**src/rtl/filt_axi_bridge.sv**
```systemverilog
// AXI4-Lite slave driving the strobe/toggle-ack register protocol of the sobel pipeline:
// writes become coefficient requests, reads become histogram-bin requests.
module filt_axi_bridge #(
  parameter int TIMEOUT    = 4096,
  parameter int STROBE_LOW = 4
) (
  input  logic        clk,
  input  logic        rst,
  input  logic [8:0]  s_axi_awaddr,
  input  logic        s_axi_awvalid,
  output logic        s_axi_awready,
  input  logic [31:0] s_axi_wdata,
  input  logic        s_axi_wvalid,
  output logic        s_axi_wready,
  output logic [1:0]  s_axi_bresp,
  output logic        s_axi_bvalid,
  input  logic        s_axi_bready,
  input  logic [8:0]  s_axi_araddr,
  input  logic        s_axi_arvalid,
  output logic        s_axi_arready,
  output logic [31:0] s_axi_rdata,
  output logic [1:0]  s_axi_rresp,
  output logic        s_axi_rvalid,
  input  logic        s_axi_rready,
  output logic [7:0]  fir_addr_o,
  output logic [31:0] fir_coeff_o,
  output logic        wr_strobe_o,
  input  logic        wr_ack_i,
  output logic        rd_strobe_o,
  input  logic        rd_ack_i,
  input  logic [31:0] hist_bin_i
);

  localparam int WCW = $clog2(TIMEOUT + 1);
  localparam int LCW = $clog2(STROBE_LOW + 1);
  localparam logic [1:0] RESP_OKAY   = 2'b00;
  localparam logic [1:0] RESP_SLVERR = 2'b10;

  typedef enum logic [2:0] {IDLE, WR_REQ, WR_RESP, RD_REQ, RD_RESP} state_t;

  state_t           r_state;
  state_t           w_state_next;
  logic [1:0]       r_wr_sync;
  logic [1:0]       r_rd_sync;
  logic             r_wr_ack_ref;
  logic             r_rd_ack_ref;
  logic [WCW-1:0]   r_wait_cnt;
  logic [LCW-1:0]   r_low_cnt;
  logic [15:0]      r_timeout_cnt;
  logic [7:0]       r_fir_addr;
  logic [31:0]      r_fir_coeff;
  logic [1:0]       r_bresp;
  logic [1:0]       r_rresp;
  logic [31:0]      r_rdata;
  logic             r_wr_strobe;
  logic             r_rd_strobe;

  logic             w_wr_accept;
  logic             w_rd_accept;
  logic             w_wr_ack;
  logic             w_rd_ack;
  logic             w_wait_done;
  logic             w_aw_window;
  logic             w_ar_window;
  logic             w_ar_status;
  logic [31:0]      w_status;

  assign w_aw_window = ~s_axi_awaddr[8];
  assign w_ar_window = ~s_axi_araddr[8];
  assign w_ar_status = (s_axi_araddr == 9'h100);
  assign w_wr_ack    = r_wr_sync[1] ^ r_wr_ack_ref;
  assign w_rd_ack    = r_rd_sync[1] ^ r_rd_ack_ref;
  assign w_wait_done = (r_wait_cnt == WCW'(TIMEOUT - 1));
  assign w_status    = {r_timeout_cnt, 14'b0, r_state == RD_REQ, r_state == WR_REQ};

  // A write request wins over a simultaneous read request.
  assign w_wr_accept = (r_state == IDLE) && s_axi_awvalid && s_axi_wvalid && (r_low_cnt == '0);
  assign w_rd_accept = (r_state == IDLE) && !(s_axi_awvalid && s_axi_wvalid) &&
                       s_axi_arvalid && (r_low_cnt == '0);

  always_comb begin
    w_state_next = r_state;
    case (r_state)
      IDLE: begin
        if (w_wr_accept)      w_state_next = w_aw_window ? WR_REQ : WR_RESP;
        else if (w_rd_accept) w_state_next = w_ar_window ? RD_REQ : RD_RESP;
      end
      WR_REQ:  if (w_wr_ack || w_wait_done) w_state_next = WR_RESP;
      RD_REQ:  if (w_rd_ack || w_wait_done) w_state_next = RD_RESP;
      WR_RESP: if (s_axi_bready) w_state_next = IDLE;
      RD_RESP: if (s_axi_rready) w_state_next = IDLE;
      default: w_state_next = IDLE;
    endcase
  end

  always_ff @(posedge clk or negedge rst) begin
    if (!rst) begin
      r_state       <= IDLE;
      r_wr_sync     <= '0;
      r_rd_sync     <= '0;
      r_wr_ack_ref  <= 1'b0;
      r_rd_ack_ref  <= 1'b0;
      r_wait_cnt    <= '0;
      r_low_cnt     <= '0;
      r_timeout_cnt <= '0;
      r_fir_addr    <= '0;
      r_fir_coeff   <= '0;
      r_bresp       <= RESP_OKAY;
      r_rresp       <= RESP_OKAY;
      r_rdata       <= '0;
      r_wr_strobe   <= 1'b0;
      r_rd_strobe   <= 1'b0;
    end else begin
      r_state     <= w_state_next;
      r_wr_sync   <= {r_wr_sync[0], wr_ack_i};
      r_rd_sync   <= {r_rd_sync[0], rd_ack_i};
      // Strobes are registered decodes so the async pipeline never sees a glitch.
      r_wr_strobe <= (w_state_next == WR_REQ);
      r_rd_strobe <= (w_state_next == RD_REQ);

      if (r_state == WR_REQ || r_state == RD_REQ) r_wait_cnt <= r_wait_cnt + 1'b1;
      else                                        r_wait_cnt <= '0;

      if ((r_wr_strobe && w_state_next != WR_REQ) || (r_rd_strobe && w_state_next != RD_REQ))
        r_low_cnt <= LCW'(STROBE_LOW - 1);
      else if (r_low_cnt != '0)
        r_low_cnt <= r_low_cnt - 1'b1;

      if (w_wr_accept) begin
        r_bresp      <= RESP_OKAY;
        r_wr_ack_ref <= r_wr_sync[1];
        if (w_aw_window) begin
          r_fir_addr  <= s_axi_awaddr[7:0];
          r_fir_coeff <= s_axi_wdata;
        end
      end

      if (w_rd_accept) begin
        r_rd_ack_ref <= r_rd_sync[1];
        if (!w_ar_window) begin
          r_rdata <= w_ar_status ? w_status : 32'h0;
          r_rresp <= w_ar_status ? RESP_OKAY : RESP_SLVERR;
        end
      end

      if (r_state == WR_REQ) begin
        if (w_wr_ack) begin
          r_bresp <= RESP_OKAY;
        end else if (w_wait_done) begin
          r_bresp <= RESP_SLVERR;
          if (r_timeout_cnt != 16'hFFFF) r_timeout_cnt <= r_timeout_cnt + 16'd1;
        end
      end

      if (r_state == RD_REQ) begin
        if (w_rd_ack) begin
          r_rdata <= hist_bin_i;
          r_rresp <= RESP_OKAY;
        end else if (w_wait_done) begin
          r_rdata <= 32'h0;
          r_rresp <= RESP_SLVERR;
          if (r_timeout_cnt != 16'hFFFF) r_timeout_cnt <= r_timeout_cnt + 16'd1;
        end
      end
    end
  end

  assign s_axi_awready = w_wr_accept;
  assign s_axi_wready  = w_wr_accept;
  assign s_axi_arready = w_rd_accept;
  assign s_axi_bvalid  = (r_state == WR_RESP);
  assign s_axi_rvalid  = (r_state == RD_RESP);
  assign s_axi_bresp   = r_bresp;
  assign s_axi_rresp   = r_rresp;
  assign s_axi_rdata   = r_rdata;
  assign fir_addr_o    = r_fir_addr;
  assign fir_coeff_o   = r_fir_coeff;
  assign wr_strobe_o   = r_wr_strobe;
  assign rd_strobe_o   = r_rd_strobe;

endmodule
```
**config.mk**
```make
export PLATFORM = sky130hd
export DESIGN_NAME = filt_axi_bridge
export DESIGN_NICKNAME = d
export VERILOG_FILES = /design/src/rtl/filt_axi_bridge.sv
export SDC_FILE = /design/constraint.sdc
export NUM_CORES = 1
export LEC_CHECK = 0
export CORE_ASPECT_RATIO = 1.4
export CORE_UTILIZATION = 49
export CTS_CLUSTER_SIZE = 20
export DETAILED_ROUTE_END_ITERATION = 6
export PLACE_DENSITY = 0.86
export RECOVER_POWER = 100
export SLEW_MARGIN = 10
export SYNTH_ARGS = -nofsm -noshare
export SYNTH_HDL_FRONTEND = slang
export SYNTH_SLANG_ARGS = --single-unit
```
**constraint.sdc**
```tcl
create_clock -name clk -period 3.5 [get_ports clk]
set_input_delay 0.525 -clock clk [delete_from_list [all_inputs] [get_ports clk]]
set_output_delay 0.525 -clock clk [all_outputs]
set_load 0.01 [all_outputs]
```
==> results.json <==
{
  "status": "finished with violations",
  "violations": "capacitance limit, slew limit",
  "cp_max_fo": 5,
  "synth_seq_cells": 119,
  "io_pins": 174,
  "critPathKind": "reg2out",
  "worst_pin_slew_ps": 1870,
  "cts_tree": "yes",
  "drive_gt1_share_pct": 13.9,
  "dieWidth_um": 87.9,
  "ys.flop_type": "dfrtp_1",
  "final_hold_viol_count": 0,
  "worstPathRequired_ps": 2970,
  "hold_buffers": 0,
  "drtAntennaViolNets": 0,
  "die_y_um": 122,
  "power_leakage_nw": 3.39,
  "p_per_area_nw_per_um2": 669,
  "slew_headroom_pct": -24.4,
  "antennaDiodeCount": 0,
  "fin_area_um2": 7360,
  "drt-wirelength-per-cell_um": 18.3,
  "gp_congestion": 0.798,
  "placementRows": 43,
  "yosysMostFrequentCell": "dfrtp_1",
  "overflow": 0,
  "grt_max_degree": 77,
  "ctsResizeCount": 0,
  "skew_ps": 7.55,
  "dpl_cell_area_um2": 6910,
  "insertion_delay_ps": 410,
  "grt_pass1_wl_um": 21300,
  "fin_ws_ps": 305,
  "start_util_pct": 50.8,
  "drv_cap": 1,
  "grtUsageTotal_pct": 26.6,
  "hp-class": "reg2reg",
  "fill_cells": 657,
  "synth_seq_area_share_pct": 58.9,
  "synth-edff-count": 0,
  "syn_inst": 404,
  "first_pass_iters": 5,
  "max_freq_ghz": 0.313,
  "ys_warn_count": 0,
  "finalWirelength_um": 13400,
  "startpoint_type": "flop",
  "period_share_pct": 91.3,
  "yosys.area.top_type_share_pct": 58.9,
  "finalMaxSlewViolations": 77,
  "rsz0062_at_grt": "no",
  "antenna_found_initial": 0,
  "period_needed_ps": 3190,
  "via_per_inst": 5.46,
  "coreArea_um2": 9950,
  "end_kind": "output pin",
  "cts-root-buf": "clkbuf_16",
  "power.total_mw": 4.92,
  "setup_tns_ps": 0,
  "dieArea_um2": 10700,
  "grt_pass1_vias": 4400,
  "clockBufferDepth": 2,
  "routed-via-count": 3995,
  "numCtsBuffers": 17,
  "ys_types": 45,
  "path_clk_slew_ps": 60,
  "async_flop_share_pct": 100,
  "clock_sink_count": 119,
  "worstPathArrival_ps": 2670,
  "dp_slack_ps": 780,
  "drt_iter0_drc": 208,
  "utilization_pct": 74.0,
  "synth_common_cells": "119 x dfrtp_1, 45 x mux2_2, 32 x nand2_1",
  "postCtsSetupBuffers": 0,
  "setup_viol": 0,
  "synthTopCellsByArea": "dfrtp_1 59%, mux2_2 10%, a22o_1 2.8%, a22oi_1 2.5%, o21ai_0 2.4%",
  "vdd_drop_max_v": 0.000534,
  "layout.nets": 679,
  "netlist_area_um2": 5060,
  "synth_area_per_cell_um2": 12.5,
  "syn2layout_area_growth_pct": 45.5,
  "io_buffers": 173,
  "dp_hpwl_um": 9230,
  "syn_nets": 499,
  "ctsHtreeMaxLevel": 4,
  "drc": 0,
  "yosysTopAreaCell": "dfrtp_1"
}
==> worst max-delay path, stage by stage (launching register included) <==
cell,delay (ps)
dfrtp_1,380
inv_1,60
ha_1,150
ha_1,260
nor4b_4,300
nand3_1,310
inv_1,180
dlygate4sd3_1,620
==> registers in the layout, indices dropped and copies added (netlist names), 2 cells and up <==
| register | count |
|---|---|
| fir_addr_o | 8 |
| s_axi_rdata | 32 |
| fir_coeff_o | 32 |
| s_axi_bresp | 2 |
| r_state | 3 |
| r_timeout_cnt | 16 |
| s_axi_rresp | 2 |
| r_rd_sync | 2 |
| r_wait_cnt | 13 |
| r_wr_sync | 2 |
| r_low_cnt | 3 |
==> final timing paths <==
kind / from / end / slack [ps] / cells past startpoint
worst max-delay path: r_low_cnt[0]$_DFFE_PN0P_ / s_axi_wready / 310 / 7
worst min-delay path: r_wr_sync[0]$_DFF_PN0_ / r_wr_sync[1]$_DFF_PN0_ / 350 / 0
worst max register to register: r_wait_cnt[0]$_DFF_PN0_ / r_timeout_cnt[1]$_DFF_PN0_ / 500 / 5
worst min register to register: r_wr_sync[0]$_DFF_PN0_ / r_wr_sync[1]$_DFF_PN0_ / 350 / 0
max in group asynchronous: rst / r_state[2]$_DFF_PN0_ / 910 / 2
min in group asynchronous: rst / r_timeout_cnt[7]$_DFF_PN0_ / 630 / 1
==> stage by stage <==
stage               std cells  hold WS (ps)
floorplan                 404           229
global placement          700           337
detailed placement        700           341
CTS                       732           306
global route              732           362
finish                    732           352
==> area by class of cell <==
type | instances | area, µm² | share of cell area [%]
tap | 135 | 169 | 2.29
sequential | 119 | 2980 | 40.5
clock buffer | 23 | 458 | 6.22
multi-input combinational | 260 | 1900 | 25.8
inverter | 9 | 33.8 | 0.459
clock inverter | 9 | 77.6 | 1.05
timing repair buffer | 177 | 1750 | 23.7
==> layer usage <==
metal,GRT usage [%],share of wire [%],vias to the layer above
met1,28.4,37,1975
met2,46.6,53,161
met3,8.20,6.5,38
met5,0,0,-
met4,13.4,3.5,0
li1,-,-,1821
==> cell usage in the layout, fill, tap and decap left out, types with 12 or more instances in the layout <==
| master | netlist | routed |
|---|---|---|
| dfrtp_1 | 119 | 119 |
| clkdlybuf4s50_1 | 0 | 87 |
| dlygate4sd3_1 | 0 | 85 |
| mux2_2 | 45 | 43 |
| nand2_1 | 32 | 32 |
| o21ai_0 | 24 | 25 |
| nor2_1 | 19 | 17 |
| a22oi_1 | 17 | 17 |
| clkbuf_16 | 0 | 17 |
| a22o_1 | 16 | 16 |
| xnor2_1 | 11 | 12 |
==> logic make-up (layout without fill, tap and decap cells) <==
group                    after synthesis  in the layout  synth area share [%]
flip-flops                           119            119                  58.9
AND/OR/NAND/NOR                      107            107                  12.2
AO/OA/AOI/OAI                         83             83                  11.7
multiplexers                          45             45                  10.0
buffers and inverters                 25            218                  2.47
XOR/XNOR                              21             21                  3.78
adder cells (fa/ha/maj)                4              4                 0.989
==> where the power goes <==
group          switching [mW]  total [mW]  internal (mW)
clock network           0.592        1.58          0.986
logic                   0.614        1.42          0.804
registers               0.202        1.93           1.73
Note: power is estimated with default switching activity, not from simulation.
